==> src/rtl/serial_alu_pkg.sv <==
// Shared op codes, flag bit positions and FSM states for the bit-serial ALU.
// Types and helpers only; no logic, latency or flow control lives here.
package serial_alu_pkg;

   typedef enum logic [2:0] {
      ALU_ADD = 3'd0,
      ALU_ADC = 3'd1,
      ALU_SUB = 3'd2,
      ALU_SBC = 3'd3,
      ALU_AND = 3'd4,
      ALU_OR  = 3'd5,
      ALU_XOR = 3'd6,
      ALU_MOV = 3'd7
   } alu_op_t;

   localparam int FLAG_C = 0;
   localparam int FLAG_Z = 1;
   localparam int FLAG_S = 2;
   localparam int FLAG_V = 3;

   typedef enum logic {
      ST_IDLE = 1'b0,
      ST_RUN  = 1'b1
   } alu_state_t;

   function automatic logic op_is_arith(input alu_op_t op);
      return (op == ALU_ADD) || (op == ALU_ADC) || (op == ALU_SUB) || (op == ALU_SBC);
   endfunction

   function automatic logic op_inverts_b(input alu_op_t op);
      return (op == ALU_SUB) || (op == ALU_SBC);
   endfunction

endpackage

==> src/rtl/serial_alu_if.sv <==
// Command handshake and regfile scan-port bundle between a sequencer caller and serial_alu.
// Caller drives start/op/operand chunks; the ALU drives ready/done/scan enables/results/flags.
interface serial_alu_if #(
   parameter int REG_BITS = 8,
   parameter int NSHIFT   = 2
);
   localparam int IDX_W = $clog2(2 * REG_BITS / NSHIFT);

   logic                start;
   logic [2:0]          op;
   logic                wide;
   logic                no_wb;
   logic                ready;
   logic                done;
   logic                do_scan;
   logic                do_scan2;
   logic [IDX_W-1:0]    bit_index;
   logic [NSHIFT-1:0]   a_in;
   logic [NSHIFT-1:0]   b_in;
   logic [NSHIFT-1:0]   scan_in;
   logic [NSHIFT-1:0]   scan_in2;
   logic [REG_BITS-1:0] flags;

   modport master (
      output start, op, wide, no_wb, a_in, b_in,
      input  ready, done, do_scan, do_scan2, bit_index, scan_in, scan_in2, flags
   );

   modport slave (
      input  start, op, wide, no_wb, a_in, b_in,
      output ready, done, do_scan, do_scan2, bit_index, scan_in, scan_in2, flags
   );

endinterface

==> src/rtl/serial_alu_chunk.sv <==
// Combinational NSHIFT-bit ALU slice; zero latency, no flow control.
// cmsb_in is the carry into the slice MSB so the caller can form signed overflow.
module serial_alu_chunk
   import serial_alu_pkg::*;
#(
   parameter int NSHIFT = 2
) (
   input  logic [NSHIFT-1:0] a,
   input  logic [NSHIFT-1:0] b,
   input  logic              cin,
   input  alu_op_t           op,
   output logic [NSHIFT-1:0] res,
   output logic              cout,
   output logic              cmsb_in
);

   logic [NSHIFT-1:0] b_eff;
   logic [NSHIFT:0]   c;
   logic [NSHIFT-1:0] sum;

   always_comb begin
      b_eff = op_inverts_b(op) ? ~b : b;
      c     = '0;
      sum   = '0;
      c[0]  = cin;
      for (int i = 0; i < NSHIFT; i++) begin
         sum[i]   = a[i] ^ b_eff[i] ^ c[i];
         c[i+1]   = (a[i] & b_eff[i]) | (c[i] & (a[i] ^ b_eff[i]));
      end

      res = sum;
      case (op)
         ALU_AND: res = a & b;
         ALU_OR:  res = a | b;
         ALU_XOR: res = a ^ b;
         ALU_MOV: res = b;
         default: res = sum;
      endcase

      // Logic ops never propagate a carry between chunks.
      cout    = op_is_arith(op) ? c[NSHIFT]   : 1'b0;
      cmsb_in = op_is_arith(op) ? c[NSHIFT-1] : 1'b0;
   end

endmodule

==> src/rtl/serial_alu.sv <==
// Bit-serial ALU sweeping a regfile operand pair NSHIFT bits/cycle, LSB first; REG_BITS/NSHIFT cycles per op (2x wide).
// ready only in IDLE; start during RUN is dropped, not queued; done pulses on the last chunk cycle.
module serial_alu
   import serial_alu_pkg::*;
#(
   parameter int REG_BITS = 8,
   parameter int NSHIFT   = 2
) (
   input  logic         clk,
   input  logic         reset,
   serial_alu_if.slave  bus
);

   localparam int CHUNKS = REG_BITS / NSHIFT;
   localparam int IDX_W  = $clog2(2 * CHUNKS);
   localparam logic [IDX_W-1:0] LAST_NARROW = IDX_W'(CHUNKS - 1);
   localparam logic [IDX_W-1:0] LAST_WIDE   = IDX_W'(2 * CHUNKS - 1);

   alu_state_t        state_q, state_d;
   logic [IDX_W-1:0]  count_q, count_d;
   logic              carry_q, carry_d;
   logic              zacc_q, zacc_d;
   logic [3:0]        flags_q, flags_d;
   alu_op_t           op_q, op_d;
   logic              wide_q, wide_d;
   logic              no_wb_q, no_wb_d;

   logic [NSHIFT-1:0] res;
   logic              cout;
   logic              cmsb_in;
   logic              last;
   logic              chunk_zero;

   serial_alu_chunk #(.NSHIFT(NSHIFT)) u_chunk (
      .a       (bus.a_in),
      .b       (bus.b_in),
      .cin     (carry_q),
      .op      (op_q),
      .res     (res),
      .cout    (cout),
      .cmsb_in (cmsb_in)
   );

   assign last       = (count_q == (wide_q ? LAST_WIDE : LAST_NARROW));
   assign chunk_zero = (res == '0);
   assign bus.flags  = {{(REG_BITS-4){1'b0}}, flags_q};

   always_ff @(posedge clk or negedge reset) begin
      if (!reset) begin
         state_q <= ST_IDLE;
         count_q <= '0;
         carry_q <= 1'b0;
         zacc_q  <= 1'b0;
         flags_q <= '0;
         op_q    <= ALU_ADD;
         wide_q  <= 1'b0;
         no_wb_q <= 1'b0;
      end else begin
         state_q <= state_d;
         count_q <= count_d;
         carry_q <= carry_d;
         zacc_q  <= zacc_d;
         flags_q <= flags_d;
         op_q    <= op_d;
         wide_q  <= wide_d;
         no_wb_q <= no_wb_d;
      end
   end

   always_comb begin
      state_d       = state_q;
      count_d       = count_q;
      carry_d       = carry_q;
      zacc_d        = zacc_q;
      flags_d       = flags_q;
      op_d          = op_q;
      wide_d        = wide_q;
      no_wb_d       = no_wb_q;
      bus.ready     = 1'b0;
      bus.done      = 1'b0;
      bus.do_scan   = 1'b0;
      bus.do_scan2  = 1'b0;
      bus.bit_index = '0;
      // CMP/TEST write operand a back unchanged so the rotation restores it.
      bus.scan_in   = no_wb_q ? bus.a_in : res;
      bus.scan_in2  = bus.b_in;

      case (state_q)
         ST_IDLE: begin
            bus.ready = 1'b1;
            if (bus.start) begin
               op_d    = alu_op_t'(bus.op);
               wide_d  = bus.wide;
               no_wb_d = bus.no_wb;
               zacc_d  = 1'b1;
               count_d = '0;
               state_d = ST_RUN;
               case (alu_op_t'(bus.op))
                  ALU_ADC, ALU_SBC: carry_d = flags_q[FLAG_C];
                  ALU_SUB:          carry_d = 1'b1;
                  default:          carry_d = 1'b0;
               endcase
            end
         end

         ST_RUN: begin
            bus.do_scan   = 1'b1;
            bus.do_scan2  = 1'b1;
            bus.bit_index = count_q;
            carry_d       = cout;
            zacc_d        = zacc_q & chunk_zero;
            count_d       = count_q + 1'b1;
            if (last) begin
               bus.done        = 1'b1;
               state_d         = ST_IDLE;
               count_d         = '0;
               flags_d[FLAG_Z] = zacc_q & chunk_zero;
               flags_d[FLAG_S] = res[NSHIFT-1];
               if (op_is_arith(op_q)) begin
                  flags_d[FLAG_C] = cout;
                  flags_d[FLAG_V] = cmsb_in ^ cout;
               end else begin
                  flags_d[FLAG_V] = 1'b0;
               end
            end
         end

         default: state_d = ST_IDLE;
      endcase
   end

endmodule
==> src/flat_wrapper.sv <==
// flat-port wrapper written by rule: the top's interface ports become plain ports
module serial_alu_flat import serial_alu_pkg::*;
#(
   parameter int REG_BITS = 8,
   parameter int NSHIFT   = 2
)
  (clk, reset, bus_start, bus_op, bus_wide, bus_no_wb, bus_a_in, bus_b_in, bus_ready, bus_done, bus_do_scan, bus_do_scan2, bus_bit_index, bus_scan_in, bus_scan_in2, bus_flags);
  serial_alu_if #(.REG_BITS(REG_BITS), .NSHIFT(NSHIFT)) bus_i ();
  input  logic clk;
  input  logic reset;
  input wire logic [$bits(bus_i.start)-1:0] bus_start;
  input wire logic [$bits(bus_i.op)-1:0] bus_op;
  input wire logic [$bits(bus_i.wide)-1:0] bus_wide;
  input wire logic [$bits(bus_i.no_wb)-1:0] bus_no_wb;
  input wire logic [$bits(bus_i.a_in)-1:0] bus_a_in;
  input wire logic [$bits(bus_i.b_in)-1:0] bus_b_in;
  output wire logic [$bits(bus_i.ready)-1:0] bus_ready;
  output wire logic [$bits(bus_i.done)-1:0] bus_done;
  output wire logic [$bits(bus_i.do_scan)-1:0] bus_do_scan;
  output wire logic [$bits(bus_i.do_scan2)-1:0] bus_do_scan2;
  output wire logic [$bits(bus_i.bit_index)-1:0] bus_bit_index;
  output wire logic [$bits(bus_i.scan_in)-1:0] bus_scan_in;
  output wire logic [$bits(bus_i.scan_in2)-1:0] bus_scan_in2;
  output wire logic [$bits(bus_i.flags)-1:0] bus_flags;
  assign bus_i.start = bus_start;
  assign bus_i.op = bus_op;
  assign bus_i.wide = bus_wide;
  assign bus_i.no_wb = bus_no_wb;
  assign bus_i.a_in = bus_a_in;
  assign bus_i.b_in = bus_b_in;
  assign bus_ready = bus_i.ready;
  assign bus_done = bus_i.done;
  assign bus_do_scan = bus_i.do_scan;
  assign bus_do_scan2 = bus_i.do_scan2;
  assign bus_bit_index = bus_i.bit_index;
  assign bus_scan_in = bus_i.scan_in;
  assign bus_scan_in2 = bus_i.scan_in2;
  assign bus_flags = bus_i.flags;
  serial_alu #(.REG_BITS(REG_BITS), .NSHIFT(NSHIFT)) u_core (.clk(clk), .reset(reset), .bus(bus_i));
endmodule
==> config.mk <==
export PLATFORM = sky130hd
export DESIGN_NAME = serial_alu_flat
export DESIGN_NICKNAME = d
export VERILOG_FILES = /design/src/rtl/serial_alu_pkg.sv /design/src/rtl/serial_alu_if.sv /design/src/rtl/serial_alu_chunk.sv /design/src/rtl/serial_alu.sv /design/src/flat_wrapper.sv
export SDC_FILE = /design/constraint.sdc
export NUM_CORES = 1
export LEC_CHECK = 0
export ABC_AREA = 1
export CAP_MARGIN = 10
export CORE_MARGIN = 2
export CORE_UTILIZATION = 35
export CTS_CLUSTER_DIAMETER = 60
export DETAILED_ROUTE_END_ITERATION = 8
export DONT_BUFFER_PORTS = 1
export SLEW_MARGIN = 20
export SYNTH_ARGS = -nofsm -noshare
export SYNTH_HDL_FRONTEND = slang
export SYNTH_SLANG_ARGS = --single-unit
==> constraint.sdc <==
create_clock -name clk -period 7.2 [get_ports clk]
set_input_delay 1.44 -clock clk [delete_from_list [all_inputs] [get_ports clk]]
set_output_delay 1.44 -clock clk [all_outputs]
set_load 0.02 [all_outputs]
==> flow_summary.json, run 1 <==
{
  "run_status": "complete, but fails checks",
  "violations": "DRC",
  "synth-async-reset-ratio_pct": 100.0,
  "chipWidth_um": 58.64,
  "ant_nets": 0,
  "total_length_of_routed_met2_wires_mm": 1.002,
  "detail_route.iter0.violations": 26,
  "critical_path.most_common_cell": "sky130_fd_sc_hd__inv_1",
  "fin_setup_tns_ns": 0,
  "pwr_density_cell_mw_per_mm2": 450.8,
  "antenna_cells_inserted": 0,
  "finalHoldViolations": 0,
  "fmaxAchievable_ghz": 0.2193,
  "dp.cells": 155,
  "nets": 148,
  "critPathRequiredTime_ns": 5.76,
  "slew_violations": 0,
  "die_y_um": 58.64,
  "htree_levels": 1,
  "postPlaceCellArea_sq_mm": 0.001021,
  "timing.slew.headroom_pct": 52.65,
  "initial_utilization_pct": 37.24,
  "finalWirelength_mm": 1.998,
  "grt_setup_unrepaired": "no",
  "seq_area_frac_synth_pct": 35.93,
  "register_area_sq_um": 375.4,
  "path_max_fanout": 4,
  "highest_layer": "met4",
  "holdCritPathClass": "reg2reg",
  "clkLatencyLatePin_ns": 0.28,
  "multi_input_gate_area_in_the_final_layout_sq_um": 514.2,
  "fill_cells": 303,
  "critical_path_class": "in2out",
  "place_congestion": 0.8630,
  "final_routed_drc_violation_total": 3,
  "category_of_cells_accounting_for_the_largest_share_of_critical_path_delay": "adder cells",
  "cts_resized": 0,
  "postCtsHoldBufs": 0,
  "areaGrowthSynthToFinish_pct": 0.2391,
  "syn-instance-count": 130,
  "cp-start-kind": "input port",
  "final-setup-viol-count": 0,
  "grt_pass1_wl_mm": 3.436,
  "post-synth-top-count-cell": "sky130_fd_sc_hd__nand2_1",
  "die_footprint_sq_mm": 0.003438,
  "io_buffers": 0,
  "cap_viol_max_count": 0,
  "clockRootBuffer": "sky130_fd_sc_hd__clkbuf_4",
  "cts_tree": "built",
  "layout-drive-gt1-share_pct": 11.72,
  "num_rows": 19,
  "avg_cell_area_syn_sq_um": 8.037,
  "path_cells": "inv_1 -> xor2_1 -> fa_1 -> inv_1 -> fa_1 -> nor2_1 -> inv_1 -> nand2_2 -> nand2_1 -> o21ai_0",
  "detail_route.wl_per_cell_um": 12.57,
  "detailroute.via_count": 817,
  "dpl.hpwl_mm": 1.630,
  "synth_enable_flop_cells": 0,
  "vias_per_cell": 5.138,
  "cts_inserted_buffers": 3,
  "path_buf_inv": 3,
  "setup_buffers_after_cts": 0,
  "detail_route.first_pass.iterations": 6,
  "final.setup_skew_ns": 0.005852,
  "total_power_uw": 472.1,
  "synth_top_cells_by_count": "sky130_fd_sc_hd__nand2_1 (26), sky130_fd_sc_hd__inv_1 (20), sky130_fd_sc_hd__dfrtp_1 (15)",
  "grt_start_max_net_pins": 16,
  "synthesis.area_sq_mm": 0.001045,
  "stdcell_count": 159,
  "cts.sink_count": 15,
  "critical_path_end_type": "output pin",
  "final_area_sq_mm": 0.001047,
  "global_route.usage.total_pct": 13.31,
  "met1Wirelength_um": 814,
  "synthDominantCellAreaShare_pct": 35.93,
  "ys.warnings.count": 0,
  "worst_pin_slew_ns": 0.7103,
  "ys_top_cells_by_area": "sky130_fd_sc_hd__dfrtp_1 (36%), sky130_fd_sc_hd__nand2_1 (9.3%), sky130_fd_sc_hd__inv_1 (7.2%), sky130_fd_sc_hd__ha_1 (6.0%), sky130_fd_sc_hd__buf_4 (5.7%)",
  "initial_antenna_violation_count": 0,
  "timing.critical_path.arrival_ns": 3.12,
  "share_of_the_clock_period_used_by_the_worst_path_after_layout_pct": 63.35,
  "cellLeakagePower_uw": 0.0005380,
  "globalRoute.totalOverflow": 0,
  "worst_ir_drop_vdd_mv": 0.1558,
  "vias_in_the_first_global_route": 763,
  "detailroute.wirelength.met3_um": 164,
  "synth_top_flop_cell": "sky130_fd_sc_hd__dfrtp_1",
  "io_pins": 31,
  "clk_path_buf_depth": 2,
  "distinct_cells_synth": 26,
  "fp.coreArea_sq_mm": 0.002805,
  "cts.clk_slew.worst_paths_ns": 0.08,
  "min_period_ns": 4.561,
  "timing.critical_path.slowest_stage_cell": "sky130_fd_sc_hd__fa_1",
  "yosys.area.top_type": "sky130_fd_sc_hd__dfrtp_1",
  "cp_slowest_stage_delay_ns": 0.41,
  "whs_ns": 0.5370,
  "postSynthRegisterBits": 15
}
-- kinds of logic after synthesis --
kind of cell,after synthesis,synth area share [%]
compound gates,17,10.18
xor+xnor,3,2.515
fa+ha+maj,7,9.821
buf+inv,33,15.93
flops,15,35.93
other cells,1,0.3589
simple gates,54,25.27
-- per-layer routing --
layer,vias up,GRT usage [%]
li1,399,-
met1,389,16.32
met2,27,21.83
met3,2,5.714
met4,0,2.922
met5,-,0
-- where the power goes --
part	switching [uW]	internal (uW)
Sequential	69.8	124
Clock	24.4	21.5
Combinational	156	77.2
Total	250	222
-- worst reg2reg max path: stages (launching register included) --
cell	delay [ns]
sky130_fd_sc_hd__dfrtp_1	0.51
sky130_fd_sc_hd__inv_2	0.16
sky130_fd_sc_hd__nand2_1	0.11
sky130_fd_sc_hd__xor2_1	0.17
sky130_fd_sc_hd__fa_1	0.41
sky130_fd_sc_hd__inv_1	0.09
sky130_fd_sc_hd__fa_1	0.40
sky130_fd_sc_hd__nor2_1	0.13
sky130_fd_sc_hd__inv_1	0.06
sky130_fd_sc_hd__nand2_2	0.09
sky130_fd_sc_hd__nor2_4	0.04
sky130_fd_sc_hd__nand2_1	0.05
sky130_fd_sc_hd__nand2_1	0.04
-- placed cells by master (no fill, tap or decap) --
master                     netlist  routed
sky130_fd_sc_hd__o21ai_2         1       1
sky130_fd_sc_hd__o211ai_1        2       2
sky130_fd_sc_hd__a21boi_2        1       1
sky130_fd_sc_hd__nand2_1        26      26
sky130_fd_sc_hd__a22oi_1         1       1
sky130_fd_sc_hd__inv_4           1       1
sky130_fd_sc_hd__clkbuf_1        0       1
sky130_fd_sc_hd__fa_1            2       2
sky130_fd_sc_hd__nor2_8          1       1
sky130_fd_sc_hd__conb_1          1       4
sky130_fd_sc_hd__inv_1          20      20
sky130_fd_sc_hd__o21ai_1         2       2
sky130_fd_sc_hd__nand2_2         2       2
sky130_fd_sc_hd__nand4_1         8       8
sky130_fd_sc_hd__dfrtp_1        15      15
sky130_fd_sc_hd__nor2_4          2       2
sky130_fd_sc_hd__or2_2           1       1
sky130_fd_sc_hd__a22o_1          1       1
sky130_fd_sc_hd__o21ai_0         7       7
sky130_fd_sc_hd__a21oi_1         2       2
sky130_fd_sc_hd__clkbuf_4        0       3
sky130_fd_sc_hd__inv_2           3       3
sky130_fd_sc_hd__xor2_1          3       3
sky130_fd_sc_hd__nor3_1          2       2
sky130_fd_sc_hd__nor2_1         12      12
sky130_fd_sc_hd__ha_1            5       5
-- flip-flops by register name, indices dropped and copies added, names as in the netlist --
name / count
u_core.carry_q: 1
u_core.count_q: 3
u_core.flags_q: 4
u_core.no_wb_q: 1
u_core.op_q: 3
u_core.state_q: 1
u_core.wide_q: 1
u_core.zacc_q: 1
-- path summary, 6_finish.rpt --
path                                                       to  slack [ns]                     startpoint  cells past startpoint
max in group asynchronous          u_core.op_q[2]$_DFFE_PN0P_        6.28                          reset                      0
worst max-delay path                           bus_scan_in[1]        2.64                    bus_b_in[0]                     10
worst min-delay path            u_core.count_q[1]$_DFFE_PN0P_        0.54  u_core.count_q[1]$_DFFE_PN0P_                      1
worst min register to register  u_core.count_q[1]$_DFFE_PN0P_        0.54  u_core.count_q[1]$_DFFE_PN0P_                      1
min in group asynchronous       u_core.count_q[2]$_DFFE_PN0P_        0.85                          reset                      0
worst max register to register  u_core.flags_q[1]$_DFFE_PN0P_        4.85     u_core.op_q[2]$_DFFE_PN0P_                     12
-- cell type report --
type | instances | area share [%]
tap | 31 | 3.704
inverter | 24 | 8.841
multi-input combinational | 85 | 49.10
sequential | 15 | 35.84
clock buffer | 4 | 2.509
-- through the flow --
step	setup slack, ns	util, %
6_report	2.639	37.33
5_1_grt	2.487	37.33
4_1_cts	2.631	37.33
3_5_place_dp	2.631	36.40
3_3_place_gp	2.686	36.40
2_1_floorplan	2.725	-
No activity file was read; power rests on OpenSTA's default activity.
==> run 2, diff against run 1 <==
clock period = 3.8 ns   (was 7.2 ns; I/O delays follow)
==> run 2 against run 1 <==
- the flow still finishes with violations (DRC)
- global-route usage down 0.73 points
- clock skew about the same
- flip-flop and latch count stayed put
- combinational power is 90% higher
- register-to-register slack got worse by 3.4 ns
- first-iteration DRC count down 31%
- utilization is the same
- sequential power rose by 89%
- setup slack got worse by 2.3 ns
- via count down 3.5%
- cell area did not move
- critical path type is now reg2out
==> flow_summary.json, run 2 (synthesis results as in run 1) <==
{
  "run_status": "complete, but fails checks",
  "violations": "DRC",
  "max_flop_register": "u_core.flags_q",
  "fp.coreArea_sq_mm": 0.002805,
  "layout.cells.most_common": "sky130_fd_sc_hd__nand2_1",
  "io_pins": 31,
  "cts.sink_count": 15,
  "final-setup-viol-count": 0,
  "critical_path_class": "reg2out",
  "cts_resized": 0,
  "final.setup_skew_ns": 0.005362,
  "globalRoute.totalOverflow": 0,
  "crit-reg2reg-launch": "u_core.op_q[2]$_DFFE_PN0P_",
  "initial_antenna_violation_count": 0,
  "timing.critical_path.slowest_stage_cell": "sky130_fd_sc_hd__dfrtp_1",
  "timing.critical_path.arrival_ns": 2.70,
  "vias_per_cell": 4.956,
  "cp-start-kind": "flop",
  "cp_slowest_stage_delay_ns": 0.51,
  "place_congestion": 0.8763,
  "critical_path_end_type": "output pin",
  "nets": 148,
  "finalHoldViolations": 0,
  "grt_start_max_net_pins": 16,
  "clkLatencyLatePin_ns": 0.27,
  "num_rows": 19,
  "ant_nets": 0,
  "holdCritPathClass": "in2async",
  "timing.slew.headroom_pct": 53.02,
  "final_core_util_pct": 37.33,
  "stdcell_count": 159,
  "reg2reg_slack_ns": 1.44,
  "die_footprint_sq_mm": 0.003438,
  "detail_route.iter0.violations": 18,
  "dp_slack_ns": 0.5823,
  "postPlaceCellArea_sq_mm": 0.001021,
  "io_buffers": 0,
  "global_route.usage.total_pct": 12.58,
  "fmaxAchievable_ghz": 0.2890,
  "dpl.hpwl_mm": 1.588,
  "cts_tree": "built",
  "slew_violations": 0,
  "fin_setup_tns_ns": 0,
  "setup_buffers_after_cts": 0,
  "layout.cells.most_common_list": "sky130_fd_sc_hd__nand2_1 (26), sky130_fd_sc_hd__inv_1 (20), sky130_fd_sc_hd__dfrtp_1 (15)",
  "min_period_ns": 3.461,
  "dp.cells": 155,
  "detail_route.first_pass.iterations": 6,
  "path_cells": "inv_2 -> nand2_1 -> xor2_1 -> fa_1 -> inv_1 -> fa_1 -> nor2_1 -> inv_1 -> nand2_2 -> nand2_1 -> o21ai_0",
  "path_max_fanout": 11,
  "clockRootBuffer": "sky130_fd_sc_hd__clkbuf_4",
  "share_of_the_clock_period_used_by_the_worst_path_after_layout_pct": 91.07,
  "worst_pin_slew_ns": 0.7048,
  "htree_levels": 1,
  "worst_ir_drop_vdd_mv": 0.2803,
  "finalWirelength_mm": 1.966,
  "layout-drive-gt1-share_pct": 11.72,
  "initial_utilization_pct": 37.24,
  "critPathRequiredTime_ns": 3.04,
  "ff2ff_path_depth": 12,
  "grt_setup_unrepaired": "no",
  "vias_in_the_first_global_route": 768,
  "final_area_sq_mm": 0.001047,
  "cellLeakagePower_uw": 0.0005380,
  "areaGrowthSynthToFinish_pct": 0.2391,
  "final_routed_drc_violation_total": 3,
  "detail_route.wl_per_cell_um": 12.36,
  "postCtsHoldBufs": 0,
  "rr_endpoint": "u_core.flags_q[1]$_DFFE_PN0P_",
  "antenna_cells_inserted": 0,
  "pwr_density_cell_mw_per_mm2": 853.1,
  "cts.clk_slew.worst_paths_ns": 0.08,
  "clk_path_buf_depth": 2,
  "die_y_um": 58.64,
  "fill_cells": 301,
  "grt_pass1_wl_mm": 3.312,
  "cts_inserted_buffers": 3,
  "detailroute.via_count": 788,
  "number_of_flip_flops_under_the_largest_register_name": 4,
  "reg_top3": "u_core.flags_q: 4 flops, u_core.count_q: 3 flops, u_core.op_q: 3 flops",
  "chipWidth_um": 58.64,
  "cap_viol_max_count": 0,
  "postLayoutSetupSlackWorst_ns": 0.3394
}
-- run 2: cell counts in the layout (fill, tap and decap cells not counted) --
Identical to the previous run, type by type.
-- run 2: final cells by class --
cell class | count | area [sq um] | area share, %
tap | 31 | 38.79 | 3.704
multi-input combinational | 85 | 514.2 | 49.10
inverter | 24 | 92.59 | 8.841
clock buffer | 4 | 26.28 | 2.509
sequential | 15 | 375.4 | 35.84
-- run 2: worst max-delay path: cells and delay by family, from the launching register on --
family / cells / cell delay, ns
XOR/XNOR: 1 / 0.17
AO/OA/AOI/OAI: 1 / 0.24
flip-flops: 1 / 0.51
buffers and inverters: 3 / 0.31
adder cells (fa/ha/maj): 2 / 0.82
AND/OR/NAND/NOR: 4 / 0.37
-- run 2: per-stage QoR --
step	hold WS, ns	power [uW]
final	0.1685	893.4
after global routing	0.1501	984.2
after CTS	0.1639	903.1
after detailed placement	0.4648	815.8
after global placement	0.4649	806.0
after floorplan	0.4644	759.7
-- run 2: worst max-delay path by stage --
stage,startpoint,endpoint,slack [ns],cells after the start
floorplan,bus_b_in[0],bus_scan_in[1],0.68,10
global placement,bus_b_in[0],bus_scan_in[1],0.64,10
detailed placement,bus_b_in[0],bus_scan_in[1],0.58,10
CTS,u_core.op_q[2]$_DFFE_PN0P_,bus_scan_in[1],0.33,11
global route,u_core.op_q[2]$_DFFE_PN0P_,bus_scan_in[1],0.18,11
finish,u_core.op_q[2]$_DFFE_PN0P_,bus_scan_in[1],0.34,11
-- run 2: power breakdown --
part / switching (uW) / leakage, uW / internal (uW)
clock: 45.0 / 0.0000150 / 40.7
sequential: 131 / 0.000184 / 234
combinational: 298 / 0.000339 / 145
-- run 2: metal layers --
layer	global-route usage (%)	up-vias	part of all wire (%)
met1	15.67	368	42
met5	0	-	0
li1	-	395	-
met3	5.714	2	8.0
met4	0.9740	0	0.41
met2	21.03	23	49
==> variant: new RTL, flow settings as in run 2 <==
`NSHIFT` is set to 2 in 4 places; all go to 8.
--- a/src/rtl/serial_alu_if.sv
+++ b/src/rtl/serial_alu_if.sv
@@ -3,5 +3,5 @@
 interface serial_alu_if #(
    parameter int REG_BITS = 8,
-   parameter int NSHIFT   = 2
+   parameter int NSHIFT   = 8
 );
    localparam int IDX_W = $clog2(2 * REG_BITS / NSHIFT);
--- a/src/rtl/serial_alu_chunk.sv
+++ b/src/rtl/serial_alu_chunk.sv
@@ -4,5 +4,5 @@
    import serial_alu_pkg::*;
 #(
-   parameter int NSHIFT = 2
+   parameter int NSHIFT = 8
 ) (
    input  logic [NSHIFT-1:0] a,
--- a/src/rtl/serial_alu.sv
+++ b/src/rtl/serial_alu.sv
@@ -5,5 +5,5 @@
 #(
    parameter int REG_BITS = 8,
-   parameter int NSHIFT   = 2
+   parameter int NSHIFT   = 8
 ) (
    input  logic         clk,
--- a/src/flat_wrapper.sv
+++ b/src/flat_wrapper.sv
@@ -3,5 +3,5 @@
 #(
    parameter int REG_BITS = 8,
-   parameter int NSHIFT   = 2
+   parameter int NSHIFT   = 8
 )
   (clk, reset, bus_start, bus_op, bus_wide, bus_no_wb, bus_a_in, bus_b_in, bus_ready, bus_done, bus_do_scan, bus_do_scan2, bus_bit_index, bus_scan_in, bus_scan_in2, bus_flags);
Ports: changed (5 resized); port bits go from 31 to 53. The function was not compared with the original's and may differ.
==> variant against run 2 <==
Critical path depth up 5; clock skew shrank 0.0023 ns; core utilization grew 2.6 points; maximum frequency fell by 31%; synthesized area grew 66%; count of clock-buffer cells in the layout did not move; sequential cell count down 2; largest cell class unchanged; hold slack improved by 0.048 ns; the flow finishes with violations (negative setup slack); power up 83%; worst setup slack worse by 1.5 ns; routed wire length up 94%; combinational power increased to 2.7 times the old value; design area grew 81%.
==> variant: results (changes against run 2) <==
Timing
  • Finish-stage setup viols: 10 (was 0)
  • Rel. slew slack: 0.549 (was 0.530)
  • Setup ws final: -1.18 ns (was 0.339 ns)
  • Clock skew: 0.00308 ns (was 0.00536 ns)

Power and ir drop
  • Static leakage: 0.982 nW (was 0.538 nW)
  • Max rail drop VDD: 441 uV (was 280 uV)

Cells and area
  • Layout fillers: 525 (was 301)
  • Nets: 290 (was 148)
  • Share of cells above drive strength 1: 0.221 (was 0.117)

Run status
  • Failing checks: negative setup slack (was design-rule violations)
  • Status: complete, but fails checks (unchanged)

Yosys
  • Complex-gate fraction of the synthesized area: 0.0680 (was 0.102)
  • Mux cell area share after synthesis: 0.00651 (was 0)
  • Seq/Total Area, Yosys: 0.188 (was 0.359)
  • Synth area leaders: dfrtp_1, ha_1, nand2_1 (was dfrtp_1, nand2_1, inv_1)

GRT
  • Number of global-route vias before repair: 1386 (was 768)
  • Pin count of the biggest net entering global routing: 36 (was 16)
  • First-pass GRT wire length: 6380 um (was 3310 um)
  • All-Layer GR Usage: 0.146 (was 0.126)

Worst setup path
  • Arr. time, crit path: 4.22 ns (was 2.70 ns)
  • CP peak stage delay: 0.49 ns (was 0.51 ns)
  • Crit path max fanout: 2 (was 11)
  • Crit-path slowest cell: fa_1 (was dfrtp_1)

Clocking
  • CTS resizes: 2 (was 0)
  • Root Buffer: clkbuf_8 (was clkbuf_4)
  • CTS clk-pin slew, worst paths: 0.05 ns (was 0.08 ns)
  • Setup bufs post-CTS: 2 (was 0)
  • Clock Latency Late Sink: 0.23 ns (was 0.27 ns)

Detailed routing
  • Initial DRC Count: 104 (was 18)
  • Final WL: 3820 um (was 1970 um)
  • Routed wl met2: 1780 um (was 964 um)
  • DR vias: 1452 (was 788)

Placement
  • Placement Cell Area: 1810 um2 (was 1020 um2)
  • Hpwl dp: 3010 um (was 1590 um)
==> variant: cell types whose count changed in the layout (fill, tap and decap cells not counted), sizes merged, moves of 2 or more <==
cell | before | now
inv | 24 | 40
dfrtp | 15 | 13
o21ai | 10 | 17
nand3 | 0 | 3
fa | 2 | 8
o211ai | 2 | 0
nand2 | 28 | 52
buf | 0 | 22
ha | 5 | 17
xor2 | 3 | 8
nand4 | 8 | 21
nor3 | 2 | 8
==> variant: cells by family (layout without fill, tap and decap cells) <==
family | after synthesis | count (layout)
other | 1 | 4
XOR/XNOR | 8 | 8
AND/OR/NAND/NOR | 102 | 102
AO/OA/AOI/OAI | 21 | 21
buffers and inverters | 63 | 66
flip-flops | 13 | 13
adder cells (fa/ha/maj) | 25 | 25
multiplexers | 1 | 1
==> variant: worst reg2reg max path: stages (launching register included) <==
cell     delay (ns)
dfrtp_1        0.36
inv_2          0.04
or2_4          0.24
xor2_2         0.15
fa_2           0.34
fa_2           0.35
fa_2           0.35
fa_2           0.34
inv_2          0.06
fa_1           0.15
inv_1          0.05
fa_2           0.33
fa_2           0.35
fa_1           0.49
nor2_1         0.05
nor3_2         0.22
buf_4          0.16
nand2_1        0.04
nor2_1         0.08
nand2_1        0.10
o21ai_1        0.14
==> variant: where the power goes <==
group / internal, mW / switching [mW] / leakage [nW]
logic: 0.486 / 0.701 / 0.795
registers: 0.198 / 0.129 / 0.164
clock network: 0.0737 / 0.0436 / 0.0228
total: 0.758 / 0.873 / 0.982
==> variant: worst paths after layout <==
kind / from / to / slack [ns] / depth (start not counted)
min: reset / u_core.wide_q / 0.22 / 0
min in group clk: u_core.wide_q / u_core.wide_q / 0.49 / 2
max reg2reg: u_core.op_q[1] / u_core.flags_q[1] / -0.64 / 20
min reg2reg: u_core.wide_q / u_core.wide_q / 0.49 / 2
max: u_core.op_q[1] / bus_scan_in[7] / -1.18 / 16
max in group asynchronous: reset / u_core.flags_q[2] / 3.51 / 0
==> variant: final cells by class <==
| type | count | area, um2 | share of cell area |
|---|---|---|---|
| timing repair buffer | 22 | 165 | 0.0869 |
| inverter | 40 | 150 | 0.0790 |
| clock buffer | 4 | 45.0 | 0.0237 |
| sequential | 13 | 325 | 0.171 |
| tap | 67 | 83.8 | 0.0441 |
| multi-input combinational | 161 | 1130 | 0.595 |
==> variant: per-stage QoR <==
stage                     TNS [ns]  std cells  hold WS (ns)   util
after global placement       -6.16        299         0.465  0.382
after CTS                    -5.39        305         0.213  0.396
after global routing         -7.20        307         0.207  0.400
final                        -5.35        307         0.216  0.400
after detailed placement     -6.31        299         0.465  0.382
after floorplan              -6.96        237         0.455      -
==> variant: layer usage <==
metal / vias to the layer above / global-route usage
met5: - / 0
met4: 0 / 0.0119
met3: 2 / 0.0271
met2: 46 / 0.243
met1: 664 / 0.207
li1: 740 / -
